[src/rtl/arb_pkg.sv]
// rtl/arb_pkg.sv - shared constants and state encoding for the rr_arb8 round-robin arbiter
package arb_pkg;

    localparam int N        = 8;
    localparam int IDX_W    = 3;
    localparam int MAX_HOLD = 16;

    typedef enum logic {
        IDLE  = 1'b0,
        GRANT = 1'b1
    } state_t;

endpackage

[src/rtl/rot_prio_enc.sv]
// rtl/rot_prio_enc.sv - rotating-priority 8-to-3 encoder, ptr marks the highest-priority input
module rot_prio_enc
    import arb_pkg::*;
(
    input  logic [N-1:0]     req,
    input  logic [IDX_W-1:0] ptr,
    output logic [IDX_W-1:0] idx,
    output logic             any
);

    logic [2*N-1:0]   doubled;
    logic [N-1:0]     rotated;
    logic [IDX_W-1:0] enc;

    // Rotate right by ptr so the preferred requester lands on bit 0, encode, then undo the rotation
    always_comb begin
        doubled = {req, req} >> ptr;
        rotated = doubled[N-1:0];
        enc     = '0;
        for (int i = N - 1; i >= 0; i--) begin
            if (rotated[i]) begin
                enc = IDX_W'(i);
            end
        end
        idx = enc + ptr;
        any = |req;
    end

endmodule

[src/rtl/rr_arb8.sv]
// rtl/rr_arb8.sv - 8-way round-robin arbiter with held grants; ARB_TIMEOUT_EN adds a forced-release timer
module rr_arb8
    import arb_pkg::*;
(
    input  logic             clk,
    input  logic             rst,
    input  logic             en,
    input  logic [N-1:0]     req,
    input  logic [N-1:0]     done,
    output logic [N-1:0]     gnt,
    output logic [IDX_W-1:0] gnt_idx,
`ifdef ARB_TIMEOUT_EN
    output logic             timeout,
`endif
    output logic             gnt_valid
);

    state_t           state, state_n;
    logic [IDX_W-1:0] ptr, ptr_n;
    logic [N-1:0]     gnt_n;
    logic [IDX_W-1:0] gnt_idx_n;
    logic             gnt_valid_n;
    logic [IDX_W-1:0] win_idx;
    logic             win_any;
    logic             release_now;

`ifdef ARB_TIMEOUT_EN
    logic [7:0]       hold_cnt, hold_cnt_n;
    logic             timeout_n;
`endif

    rot_prio_enc u_enc (
        .req (req),
        .ptr (ptr),
        .idx (win_idx),
        .any (win_any)
    );

    // Owner gives up the grant by pulsing its done bit or by dropping its request
    assign release_now = done[gnt_idx] | ~req[gnt_idx];

    // State, pointer and registered outputs; reset drops any live grant at once
    always_ff @(posedge clk or posedge rst) begin
        if (rst) begin
            state     <= IDLE;
            ptr       <= '0;
            gnt       <= '0;
            gnt_idx   <= '0;
            gnt_valid <= 1'b0;
`ifdef ARB_TIMEOUT_EN
            hold_cnt  <= '0;
            timeout   <= 1'b0;
`endif
        end else begin
            state     <= state_n;
            ptr       <= ptr_n;
            gnt       <= gnt_n;
            gnt_idx   <= gnt_idx_n;
            gnt_valid <= gnt_valid_n;
`ifdef ARB_TIMEOUT_EN
            hold_cnt  <= hold_cnt_n;
            timeout   <= timeout_n;
`endif
        end
    end

    // Next-state logic: arbitrate in IDLE, hold in GRANT, rotate ptr past the owner on release
    always_comb begin
        state_n     = state;
        ptr_n       = ptr;
        gnt_n       = gnt;
        gnt_idx_n   = gnt_idx;
        gnt_valid_n = gnt_valid;
`ifdef ARB_TIMEOUT_EN
        hold_cnt_n  = hold_cnt;
        timeout_n   = 1'b0;
`endif
        if (!en) begin
            // Revoke by enable leaves ptr alone so the same requester keeps its turn
            state_n     = IDLE;
            gnt_n       = '0;
            gnt_valid_n = 1'b0;
        end else begin
            case (state)
                IDLE: begin
                    if (win_any) begin
                        state_n     = GRANT;
                        gnt_n       = N'(1) << win_idx;
                        gnt_idx_n   = win_idx;
                        gnt_valid_n = 1'b1;
`ifdef ARB_TIMEOUT_EN
                        hold_cnt_n  = '0;
`endif
                    end else begin
                        gnt_n       = '0;
                        gnt_valid_n = 1'b0;
                    end
                end
                GRANT: begin
                    if (release_now) begin
                        state_n     = IDLE;
                        gnt_n       = '0;
                        gnt_valid_n = 1'b0;
                        ptr_n       = gnt_idx + 1'b1;
`ifdef ARB_TIMEOUT_EN
                    end else if (hold_cnt == 8'(MAX_HOLD - 1)) begin
                        state_n     = IDLE;
                        gnt_n       = '0;
                        gnt_valid_n = 1'b0;
                        ptr_n       = gnt_idx + 1'b1;
                        timeout_n   = 1'b1;
                    end else begin
                        hold_cnt_n  = hold_cnt + 8'd1;
`endif
                    end
                end
                default: begin
                    state_n     = IDLE;
                    gnt_n       = '0;
                    gnt_valid_n = 1'b0;
                end
            endcase
        end
    end

endmodule

[config.mk]
export PLATFORM = sky130hd
export DESIGN_NAME = rr_arb8
export DESIGN_NICKNAME = d
export VERILOG_FILES = /design/src/rtl/arb_pkg.sv /design/src/rtl/rot_prio_enc.sv /design/src/rtl/rr_arb8.sv
export SDC_FILE = /design/constraint.sdc
export NUM_CORES = 1
export LEC_CHECK = 0
export CORE_AREA = 10 10 100 58
export DETAILED_ROUTE_END_ITERATION = 8
export DIE_AREA = 0 0 110 68
export GPL_TIMING_DRIVEN = 1
export PLACE_DENSITY = 0.61
export SKIP_LAST_GASP = 1
export SLEW_MARGIN = 20
export SYNTH_ARGS = -nofsm -noshare
export SYNTH_HDL_FRONTEND = slang
export SYNTH_SLANG_ARGS = --single-unit
[constraint.sdc]
create_clock -name clk -period 4.4 [get_ports clk]
set_input_delay 0.88 -clock clk [delete_from_list [all_inputs] [get_ports clk]]
set_output_delay 0.88 -clock clk [all_outputs]
set_load 0.1 [all_outputs]
Word level (Yosys, flattened, before mapping)
Cells that the tools add are included.
{"block": "totals", "output_inout_bits": 12, "elab_cells": 40, "mem_count": 0, "rom_bits": 0, "register_bits": 16, "input_bits": 19, "mem_bits_rw": 0, "latchBits": 0}
{"block": "classes", "bitwise_logic": 3, "n_eq_ne": 1, "reduce_logical": 3, "div": 0, "addsub": 2, "magnitude_cmp": 1, "shift": 2, "mul": 0, "n_mux": 23}
{"cell": "3-bit 2-to-1 mux", "count": 8}
{"cell": "8-bit 2-to-1 mux", "count": 3}
{"cell": "8-bit case mux with 2 select lines", "count": 1}
{"cell": "16-bit by 3-bit right shift with 8-bit output", "count": 1}
{"cell": "8-bit OR reduction", "count": 1}
{"cell": "1-bit by 3-bit << shifter with 8-bit output (first input constant)", "count": 1}
{"cell": "1-bit 2-to-1 mux", "count": 7}
{"cell": "1-bit binary-select mux with 3-bit select", "count": 2}
{"cell": "3-bit AND reduction", "count": 2}
{"cell": "3-bit by 4-bit less-than comparator with 1-bit output (second input constant)", "count": 1}
{"cell": "1-bit case mux with 2 select lines", "count": 2}
{"cell": "3-bit by 1-bit adder with 3-bit output (second input constant)", "count": 1}
{"cell": "3-bit adder", "count": 1}
{"cell": "3-bit by 2-bit inequality test with 1-bit output (second input constant)", "count": 1}
{"cell": "1-bit NOT", "count": 2}
{"cell": "1-bit bitwise OR", "count": 1}

Logic depth before layout (Yosys ltp)
Gate-level depths: netlist of run 1.
{"block": "logic_depth", "ltp_word": 14, "depth_mapped": 15, "ltp_nobuf": 13}

By module
From an unflattened synthesis of run 1, not the netlist that was laid out.
{"block": "unflattened", "cells_unflattened": 109, "hier_area_um2": 1317.5}
{"mod": "rr_arb8", "area_per_inst_um2": 798.3, "cells_per_inst": 59, "n_inst": 1, "seq_area_each_um2": 400.4}
{"mod": "rot_prio_enc", "area_per_inst_um2": 519.2, "cells_per_inst": 50, "n_inst": 1, "seq_area_each_um2": 0.0}

Worst setup path after synthesis of run 1
OpenSTA, ideal clock, no wires.
{"block": "synth_timing", "path_kind": "input -> register", "start": "in req[4]", "end": "reg gnt[7]", "setup_time_ps": 144, "required_ps": 4256, "path_buffers": 1, "t_arrival_ps": 3680, "path_slack_ps": 576, "path_stages": 13, "path_cell_list": "clkbuf_1 mux2_4 mux4_2 nor3_1 o221ai_1 a21oi_1 ha_1 inv_1 fa_1 xnor2_1 nor2_1 mux2i_1 o221ai_1"}
{"block": "synth_via", "elab_chain_cells": 14, "elab_cells_between_ends": 20, "classes_between": "1 x add/sub; 1 x eq/ne; 2 x shift; 13 x mux; 2 x bitwise; 1 x reduce/logical"}
{"item": "start, declared", "line": "rr_arb8.sv:8", "source": "input logic [N-1:0] req,"}
{"item": "16-bit by 3-bit right shift with 8-bit output", "line": "rot_prio_enc.sv:17", "source": "doubled = {req, req} >> ptr;"}
{"item": "3-bit 2-to-1 mux (8 in a row)", "line": "rot_prio_enc.sv:21", "source": "if (rotated[i]) begin"}
{"item": "3-bit adder", "line": "rot_prio_enc.sv:25", "source": "idx = enc + ptr;"}
{"item": "1-bit by 3-bit << shifter with 8-bit output", "line": "rr_arb8.sv:88", "source": "gnt_n = N'(1) << win_idx;"}
{"item": "8-bit 2-to-1 mux", "line": "rr_arb8.sv:86", "source": "if (win_any) begin"}
{"item": "8-bit case mux with 2 select lines", "line": "rr_arb8.sv:84", "source": "case (state)"}
{"item": "8-bit 2-to-1 mux", "line": "rr_arb8.sv:78", "source": "if (!en) begin"}
{"item": "end signal, assigned", "line": "rr_arb8.sv:57", "source": "gnt <= gnt_n;"}
{"item": "end, declared", "line": "rr_arb8.sv:10", "source": "output logic [N-1:0] gnt,"}
Several ways; a longest one is shown, not always the timed one. The select of a mux whose other input is x is not followed.
A chain may end at the register's enable or synchronous reset.

Worst setup path after layout of run 1
{"block": "layout_timing", "start": "in req[7]", "end": "reg gnt[7]"}
Same word-level chain as after synthesis.

==> impl_metrics.json, run 1 <==
{
  "fp-row-count": 17,
  "grtUsageTotal_pct": 13.6,
  "dr.first_iter.drc_count": 149,
  "syn-num-nets": 206,
  "synth_cell_types": 55,
  "layout_min_cycle_time_ns": 4.03,
  "finalMaxSlewViolations": 0,
  "vias": 1604,
  "initial_core_util_pct": 39.8,
  "gp_congestion": 0.861,
  "numCtsBuffers": 3,
  "ys_warn_count": 0,
  "synthFlopType": "dfrtp_1",
  "synthSimpleGateAreaFrac_pct": 22.1,
  "multiInputGateArea_um2": 1130,
  "critPathTopFamily": "multiplexers",
  "seq_area_um2": 400,
  "synth_compound_area_share_pct": 23.3,
  "clockBufferDepth": 2,
  "critPathLaunchType": "primary input",
  "rsz0062_at_grt": "false",
  "cpPeakStageDelay_ns": 0.47,
  "final_antenna_net_count": 0,
  "dieHeight_um": 68,
  "finalSetupViolCount": 0,
  "fin_setup_tns_ns": 0,
  "drive_gt1_share_pct": 16.9,
  "synth_top_area_share_pct": 24.3,
  "yosysSeqAreaShare_pct": 24.3,
  "cp_slowest_cell": "clkdlybuf4s50_1",
  "grt_remaining_overflow": 0,
  "synth-seq-cells": 16,
  "skew_ns": 0.00418,
  "outcome": "finished, final reports clean",
  "die-area_um2": 7480,
  "synth_top_family_by_area": "compound AO/OA/AOI/OAI gates",
  "placed_cells": 266,
  "wire_per_inst_um": 18.1,
  "crit_path_frequent_cell": "o221ai_1",
  "required_ns": 4.52,
  "p_leak_nw": 0.784,
  "synth.area.top_cells": "dfrtp_1 (24%), mux4_2 (6.8%), o221ai_1 (5.8%)",
  "grt_max_degree": 24,
  "synth.largest_area_cell": "dfrtp_1",
  "clock-sinks": 16,
  "max_slew_margin_pct": 34.7,
  "fmax_mhz": 248,
  "holdCritPathClass": "reg -> reg",
  "n_antenna_cell": 0,
  "grt_antenna_before_repair": 0,
  "ctsResizeCount": 0,
  "criticalPathCategory": "in -> reg",
  "peakVddDrop_v": 0.000254,
  "synthAdderAreaFrac_pct": 2.73,
  "layout.nets": 236,
  "htree_levels": 1,
  "cts-hold-fix-buffers": 0,
  "cts_setup_buffers": 0,
  "area.growth.synth_to_final_pct": 26.4,
  "synth_cells": 184,
  "path_cells": "clkdlybuf4s50_1 > mux2_2 > mux4_2 > nor3_1 > o221ai_1 > a21oi_1 > ha_1 > inv_1 > fa_1 > xnor2_1 > nor2_1 > mux2i_1 > o221ai_1",
  "final_util_pct": 50.3,
  "syn_area_per_cell_um2": 8.97,
  "cts_tree": "yes",
  "worst-path-buf-inv": 2,
  "tightest_slew_ns": 0.976,
  "synth.most_common_cell": "dfrtp_1",
  "crit_arrival_ns": 4.15,
  "powerDensity_nw_per_um2": 802,
  "cap_violations": 0,
  "io_buffers": 30,
  "path_clk_slew_ns": 0.07,
  "grt_pass1_wl_mm": 8.27,
  "grt_pass1_vias": 1528,
  "rrSetupSlack_ns": 0.62,
  "period_share_pct": 91.7,
  "fillerInstances": 395,
  "drc": 0,
  "num_io_pins": 31,
  "viasPerCell": 5.94,
  "final_hold_viol_count": 0,
  "drt_pass1_iterations": 4,
  "die_x_um": 110,
  "clkLatencyLatePin_ns": 0.26,
  "design.core.area_um2": 4150,
  "synth_area_um2": 1650,
  "synth_commonest_cells": "dfrtp_1 (16), nand2_1 (15), o221ai_1 (11)",
  "finalNonFillerCells": 270,
  "cp_max_fo": 4,
  "hpwlAfterDp_mm": 3.75,
  "routed_wl_mm": 4.88,
  "synthArstFlopShare_pct": 100,
  "synth_edf_count": 0,
  "cts_root_buf": "clkbuf_8",
  "post_synth_mux_area_share_pct": 17.1,
  "synth_xor_area_share_pct": 3.56,
  "crit_path_end_kind": "register"
}
-- cell usage in the layout (no fill, tap or decap), types with 4 or more instances in the layout --
cell type | synthesis | final
clkdlybuf4s50_1 | 0 | 30
dfrtp_1 | 16 | 16
nand2_1 | 15 | 15
buf_4 | 1 | 12
o221ai_1 | 11 | 11
nor2_1 | 10 | 10
nand4_1 | 10 | 10
inv_1 | 8 | 8
o21ai_0 | 7 | 7
mux2_2 | 6 | 6
nand3b_1 | 5 | 5
mux2i_1 | 5 | 5
mux4_2 | 5 | 5
nand3_1 | 5 | 5
a21oi_1 | 4 | 4
clkbuf_8 | 0 | 4
-- power by group --
part,switching [W],internal [W]
clock network,0.0000559,0.0000796
logic,0.000773,0.000437
registers,0.000120,0.000208
total,0.000949,0.000725
-- final cells by class --
class,count,area share [%]
Multi-Input combinational cell,142,54.4
Sequential cell,16,19.2
Timing Repair Buffer,42,18.7
Tap cell,57,3.42
Clock buffer,4,2.64
Inverter,9,1.62
-- tightest hold or removal path, cell delays in order, from the launching register on --
cell and delay [ns]:
dfrtp_1 0.35, nand4_1 0.07, o221ai_1 0.07
-- cells by family after synthesis --
group,count (synthesis)
AOI/OAI and AO/OA,47
xor gates and xnor gates,5
adders and majority gates,3
buffers and inverters,26
DFF,16
muxes,20
and+or+nand+nor,67
-- per-stage QoR --
stage	power [W]	area, um^2	worst slack (ns)	hold WS [ns]
detailed placement	0.00153	2030	0.166	0.523
global placement	0.00152	2030	0.185	0.514
CTS	0.00167	2090	0.415	0.539
floorplan	0.00123	1650	0.576	0.551
finish	0.00167	2090	0.367	0.537
global route	0.00179	2090	0.155	0.576
-- routing by layer --
metal / global-route usage, % / part of all wire [%]
met5: 0 / 0
met4: 2.26 / 0.37
met3: 3.09 / 9.6
met2: 18.5 / 41
met1: 21.1 / 49
-- registers in the layout, summed over array words and instances, names as in the netlist --
register / cells
state: 1
ptr: 3
gnt: 8
gnt_idx: 3
gnt_valid: 1
-- final timing paths --
path	startpoint	endpoint	cells past startpoint
min in group asynchronous	rst	gnt[7]	2
setup / recovery	req[7]	gnt[7]	13
max in group asynchronous	rst	ptr[2]	2
hold / removal	gnt[7]	gnt[7]	2
setup reg to reg	ptr[1]	gnt[2]	11
hold reg to reg	gnt[7]	gnt[7]	2
Power figures use the tool's default switching activity.
==> run 2: changes to the inputs <==
PLACE_DENSITY = default   (was 0.61)
PLACE_DENSITY_LB_ADDON = 0.2   (was default)
==> run 2 against run 1 <==
Final area up 0.36%; worst hold slack got worse by 0.0038 ns; combinational power about the same; largest power group unchanged.
==> impl_metrics.json, run 2 (synthesis gave the netlist of run 1 again) <==
{
  "use_met1_pct": 21.1,
  "viasPerCell": 6.15,
  "io_buffers": 30,
  "tightest_slew_ns": 1.01,
  "worst-path-buf-inv": 2,
  "dr.first_iter.drc_count": 244,
  "max_slew_margin_pct": 32.4,
  "required_ns": 4.51,
  "clkLatencyLatePin_ns": 0.25,
  "die_x_um": 110,
  "cp_slowest_cell": "mux4_2",
  "switchingPower_w": 0.000955,
  "drt_pass1_iterations": 5,
  "grt_pass1_wl_mm": 8.56,
  "p_leak_nw": 0.789,
  "seqPwrFrac_pct": 18.5,
  "outcome": "finished, final reports clean",
  "seq_area_um2": 400,
  "drive_gt1_share_pct": 17.3,
  "grt_max_degree": 27,
  "drc": 0,
  "cts_root_buf": "clkbuf_8",
  "worst_slack_ns": 0.355,
  "ctsResizeCount": 0,
  "largest_register_ffs": 8,
  "skew_ns": 0.00206,
  "dieHeight_um": 68,
  "grt_pass1_vias": 1648,
  "numCtsBuffers": 3,
  "crit_arrival_ns": 4.15,
  "fp-row-count": 17,
  "finalSetupViolCount": 0,
  "finalMaxSlewViolations": 0,
  "peakVddDrop_v": 0.000229,
  "grt_remaining_overflow": 0,
  "design.core.area_um2": 4150,
  "cts_setup_buffers": 0,
  "cap_violations": 0,
  "critPathTopFamily": "multiplexers",
  "crit_path_frequent_cell": "o221ai_1",
  "layout_commonest_cell": "clkdlybuf4s50_1",
  "placed_cells": 267,
  "final_hold_viol_count": 0,
  "period_share_pct": 91.9,
  "hpwlAfterDp_mm": 4.01,
  "gp_congestion": 0.931,
  "fmax_mhz": 247,
  "layout_min_cycle_time_ns": 4.05,
  "initial_core_util_pct": 39.8,
  "num_io_pins": 31,
  "n_antenna_cell": 0,
  "p_int_w": 0.000730,
  "wire_per_inst_um": 19.1,
  "place_ws_ns": 0.130,
  "largest-register": "gnt",
  "fillerInstances": 388,
  "use_met3_pct": 3.56,
  "grt_antenna_before_repair": 0,
  "top_regs": "gnt (8), gnt_idx (3), ptr (3)",
  "cts_tree": "yes",
  "finalNonFillerCells": 271,
  "switching_share_pct": 56.7,
  "routed_wl_mm": 5.17,
  "cpPeakStageDelay_ns": 0.46,
  "vias": 1667,
  "pwr-share-comb_pct": 73.8,
  "layout.nets": 237,
  "grtUsageTotal_pct": 14.3,
  "cp_max_fo": 4,
  "multiInputGateArea_um2": 1130,
  "final_antenna_net_count": 0,
  "clockBufferDepth": 2,
  "path_cells": "clkdlybuf4s50_1 > mux2_1 > mux4_2 > nor3_1 > o221ai_1 > a21oi_1 > ha_1 > inv_1 > fa_1 > xor2_1 > nor2_1 > mux2i_1 > o221ai_1",
  "top_usage_layer": "met1",
  "path_clk_slew_ns": 0.06,
  "powerDensity_nw_per_um2": 805,
  "htree_levels": 1,
  "critPathLaunchType": "primary input",
  "hold_slack_ns": 0.533,
  "mostFrequentLayoutCells": "clkdlybuf4s50_1 (30), dfrtp_1 (16), nand2_1 (15), buf_4 (13), o221ai_1 (11)",
  "final_util_pct": 50.5,
  "criticalPathCategory": "in -> reg",
  "rsz0062_at_grt": "false",
  "holdCritPathClass": "reg -> reg",
  "area.growth.synth_to_final_pct": 26.8,
  "die-area_um2": 7480,
  "grtUsageMet2_pct": 19.3,
  "fin_setup_tns_ns": 0,
  "clock-sinks": 16,
  "crit_path_end_kind": "register",
  "cts-hold-fix-buffers": 0,
  "clock_power_share_pct": 7.7
}
[run 2: cell count changes in the layout (fill, tap and decap cells not counted), sizes merged]
cell | before | now
buf | 12 | 13
[run 2: routing by layer]
layer / share of wire, % / up-vias
met5: 0 / -
met4: 1.5 / 0
met3: 10 / 6
met2: 39 / 91
met1: 49 / 794
li1: - / 776
[run 2: power by group through the flow]
stage	Sequential, W	Combinational, W	Clock (W)
finish	0.000312	0.00124	0.000129
global placement	0.000309	0.00121	0
global route	0.000327	0.00132	0.000144
detailed placement	0.000313	0.00123	0
floorplan	0.000590	0.000637	0
CTS	0.000311	0.00124	0.000133
[run 2: per-stage QoR]
stage	area, um^2	total power, W
global route	2090	0.00180
detailed placement	2040	0.00154
finish	2090	0.00168
global placement	2040	0.00151
floorplan	1650	0.00123
CTS	2090	0.00168
[run 2: final timing paths]
check                           startpoint     end  slack [ns]  depth (start not counted)
worst max register to register      ptr[0]  gnt[0]        0.81                         11
max in group asynchronous              rst  gnt[7]        2.99                          2
worst min-delay path                gnt[7]  gnt[7]        0.53                          2
worst max-delay path                req[1]  gnt[0]        0.35                         13
min in group asynchronous              rst   state        1.01                          2
worst min register to register      gnt[7]  gnt[7]        0.53                          2
[run 2: area by class of cell]
type	instances	share of cell area, %
multi-input combinational	142	54.2
tap	57	3.41
inverter	9	1.61
sequential	16	19.1
clock buffer	4	2.63
timing repair buffer	43	19.0
[run 2: worst register-to-register path: cells and delay by family (launching register included)]
| kind | cells | cell delay, ns |
|---|---|---|
| mux | 2 | 0.75 |
| compound gates | 4 | 0.74 |
| simple gates | 2 | 0.42 |
| fa+ha+maj | 1 | 0.49 |
| xor+xnor | 1 | 0.24 |
| buf+inv | 1 | 0.33 |
| flops | 1 | 0.49 |
==> run 3: changes to the inputs <==
ABC_CLOCK_PERIOD_IN_PS = 4000   (was default)
clock period = 4 ns   (was 4.4 ns; I/O delays follow)
==> run 3 against run 2 <==
Utilization increased by 1.8 points; register-to-register slack worse by 0.45 ns; setup slack worse by 0.24 ns; worst hold slack improved by 0.022 ns; via count rose by 6.4%; clock power grew 17%; wire length increased by 8.9%; largest cell class unchanged.
==> impl_metrics.json, run 3 (synthesis gave the netlist of run 1 again) <==
{
  "layout_commonest_cell": "clkdlybuf4s50_1",
  "cpPeakStageDelay_ns": 0.48,
  "holdCritPathClass": "reg -> reg",
  "num_io_pins": 31,
  "fin_setup_tns_ns": 0,
  "critPathLaunchType": "primary input",
  "viasPerCell": 6.38,
  "clock-sinks": 16,
  "routed_wl_mm": 5.63,
  "layout.nets": 244,
  "hold-path-endpoint": "gnt[6]",
  "seqPwrFrac_pct": 18.8,
  "r2r_cells": 10,
  "drt_pass1_iterations": 7,
  "critPathTopFamily": "multiplexers",
  "wire_per_inst_um": 20.3,
  "fmax_mhz": 257,
  "largest_register_ffs": 8,
  "vias": 1773,
  "n_antenna_cell": 0,
  "peakVddDrop_v": 0.000260,
  "io_buffers": 30,
  "required_ns": 4.16,
  "p_leak_nw": 0.829,
  "max_slew_margin_pct": 31.3,
  "place_ws_ns": -0.211,
  "powerDensity_nw_per_um2": 919,
  "finalMaxSlewViolations": 0,
  "finalSetupViolCount": 0,
  "skew_ns": 0.00129,
  "path_cells": "clkdlybuf4s50_1 > mux2_1 > mux4_2 > nor3_1 > o221ai_1 > a21oi_1 > ha_1 > inv_1 > fa_2 > xor2_2 > nor2_2 > mux2i_1 > buf_4 > o221ai_1",
  "holdPathStages": 2,
  "fp-row-count": 17,
  "clock_power_share_pct": 7.6,
  "cts_tree": "yes",
  "cp_max_fo": 4,
  "htree_levels": 1,
  "dieHeight_um": 68,
  "grt_pass1_vias": 1660,
  "final_hold_viol_count": 0,
  "die-area_um2": 7480,
  "rrSetupSlack_ns": 0.36,
  "area.growth.synth_to_final_pct": 31.4,
  "grt_max_degree": 24,
  "criticalPathCategory": "in -> reg",
  "tightest_slew_ns": 1.03,
  "switchingPower_w": 0.00111,
  "dr.first_iter.drc_count": 185,
  "worst_slack_ns": 0.113,
  "final_util_pct": 52.3,
  "grtUsageTotal_pct": 15.2,
  "clkLatencyLatePin_ns": 0.26,
  "grt_antenna_before_repair": 0,
  "grt_remaining_overflow": 0,
  "crit_path_end_kind": "register",
  "pwr-share-comb_pct": 73.7,
  "drive_gt1_share_pct": 22.2,
  "cap_violations": 0,
  "grt_pass1_wl_mm": 9.01,
  "period_share_pct": 97.2,
  "drc": 0,
  "timing.rr.end": "gnt[2]",
  "p_int_w": 0.000880,
  "initial_core_util_pct": 39.8,
  "path_clk_slew_ns": 0.07,
  "outcome": "finished, final reports clean",
  "gp_congestion": 0.907,
  "switching_share_pct": 55.9,
  "layout_min_cycle_time_ns": 3.89,
  "hold_start": "gnt[6]",
  "die_x_um": 110,
  "worst-path-buf-inv": 3,
  "cp_slowest_cell": "mux4_2",
  "design.core.area_um2": 4150,
  "clockBufferDepth": 2,
  "top_regs": "gnt (8), gnt_idx (3), ptr (3)",
  "hpwlAfterDp_mm": 4.18,
  "numCtsBuffers": 3,
  "cts_root_buf": "clkbuf_8",
  "cts_setup_buffers": 0,
  "mostFrequentLayoutCells": "clkdlybuf4s50_1 (30), buf_4 (20), dfrtp_1 (16), nand2_1 (15), o221ai_1 (11)",
  "rsz0062_at_grt": "false",
  "final_antenna_net_count": 0,
  "crit_path_frequent_cell": "o221ai_1",
  "r2r_start": "ptr[1]",
  "largest-register": "gnt",
  "crit_arrival_ns": 4.05
}
## run 3: metal layers
layer  global-route usage (%)  routed length [um]  up-vias
met5                        0                   0        -
met4                     3.87                 127        0
met3                     4.22                 639       16
met2                     21.3                2220      122
met1                     22.2                2640      850
li1                         -                   -      785
## run 3: worst max path at each step
| stage | startpoint | end | slack (ns) | cells after the start |
|---|---|---|---|---|
| floorplan | req[4] | gnt[7] | 0.26 | 13 |
| global placement | req[1] | gnt[6] | -0.04 | 12 |
| detailed placement | req[1] | gnt[5] | -0.21 | 14 |
| CTS | req[1] | gnt[5] | 0.06 | 14 |
| global route | req[0] | gnt[4] | 0.04 | 14 |
| finish | req[1] | gnt[1] | 0.11 | 14 |
## run 3: power by group through the flow
| stage | Sequential, W | Clock [W] | Combinational [W] |
|---|---|---|---|
| after CTS | 0.000367 | 0.000153 | 0.00142 |
| after detailed placement | 0.000369 | 0 | 0.00141 |
| final | 0.000374 | 0.000151 | 0.00147 |
| after floorplan | 0.000649 | 0 | 0.000700 |
| after global placement | 0.000361 | 0 | 0.00137 |
| after global routing | 0.000388 | 0.000160 | 0.00154 |
## run 3: through the flow
stage	total power [W]	hold WS, ns	std cells	area [um^2]
4_1_cts	0.00194	0.557	278	2150
2_1_floorplan	0.00135	0.551	184	1650
3_3_place_gp	0.00173	0.520	274	2090
3_5_place_dp	0.00178	0.529	274	2090
5_1_grt	0.00209	0.584	278	2170
6_report	0.00199	0.555	278	2170
## run 3: what timing repair did
action	in CTS	in global routing
setup endpoints to repair	0	9
gates resized for setup	0	5
hold buffers	0	0
## run 3: cell type report
class,instances,area (um^2)
Sequential cell,16,400
Timing Repair Buffer,50,450
Clock buffer,4,55.1
Multi-Input combinational cell,142,1160
Inverter,9,33.8
Tap cell,57,71.3
Fill cell,352,1980
## run 3: worst min-delay path: cells and delay by family (launching register included)
kind               cells  cell delay [ns]
AOI/OAI and AO/OA      1             0.08
DFF                    1             0.35
and+or+nand+nor        1             0.10
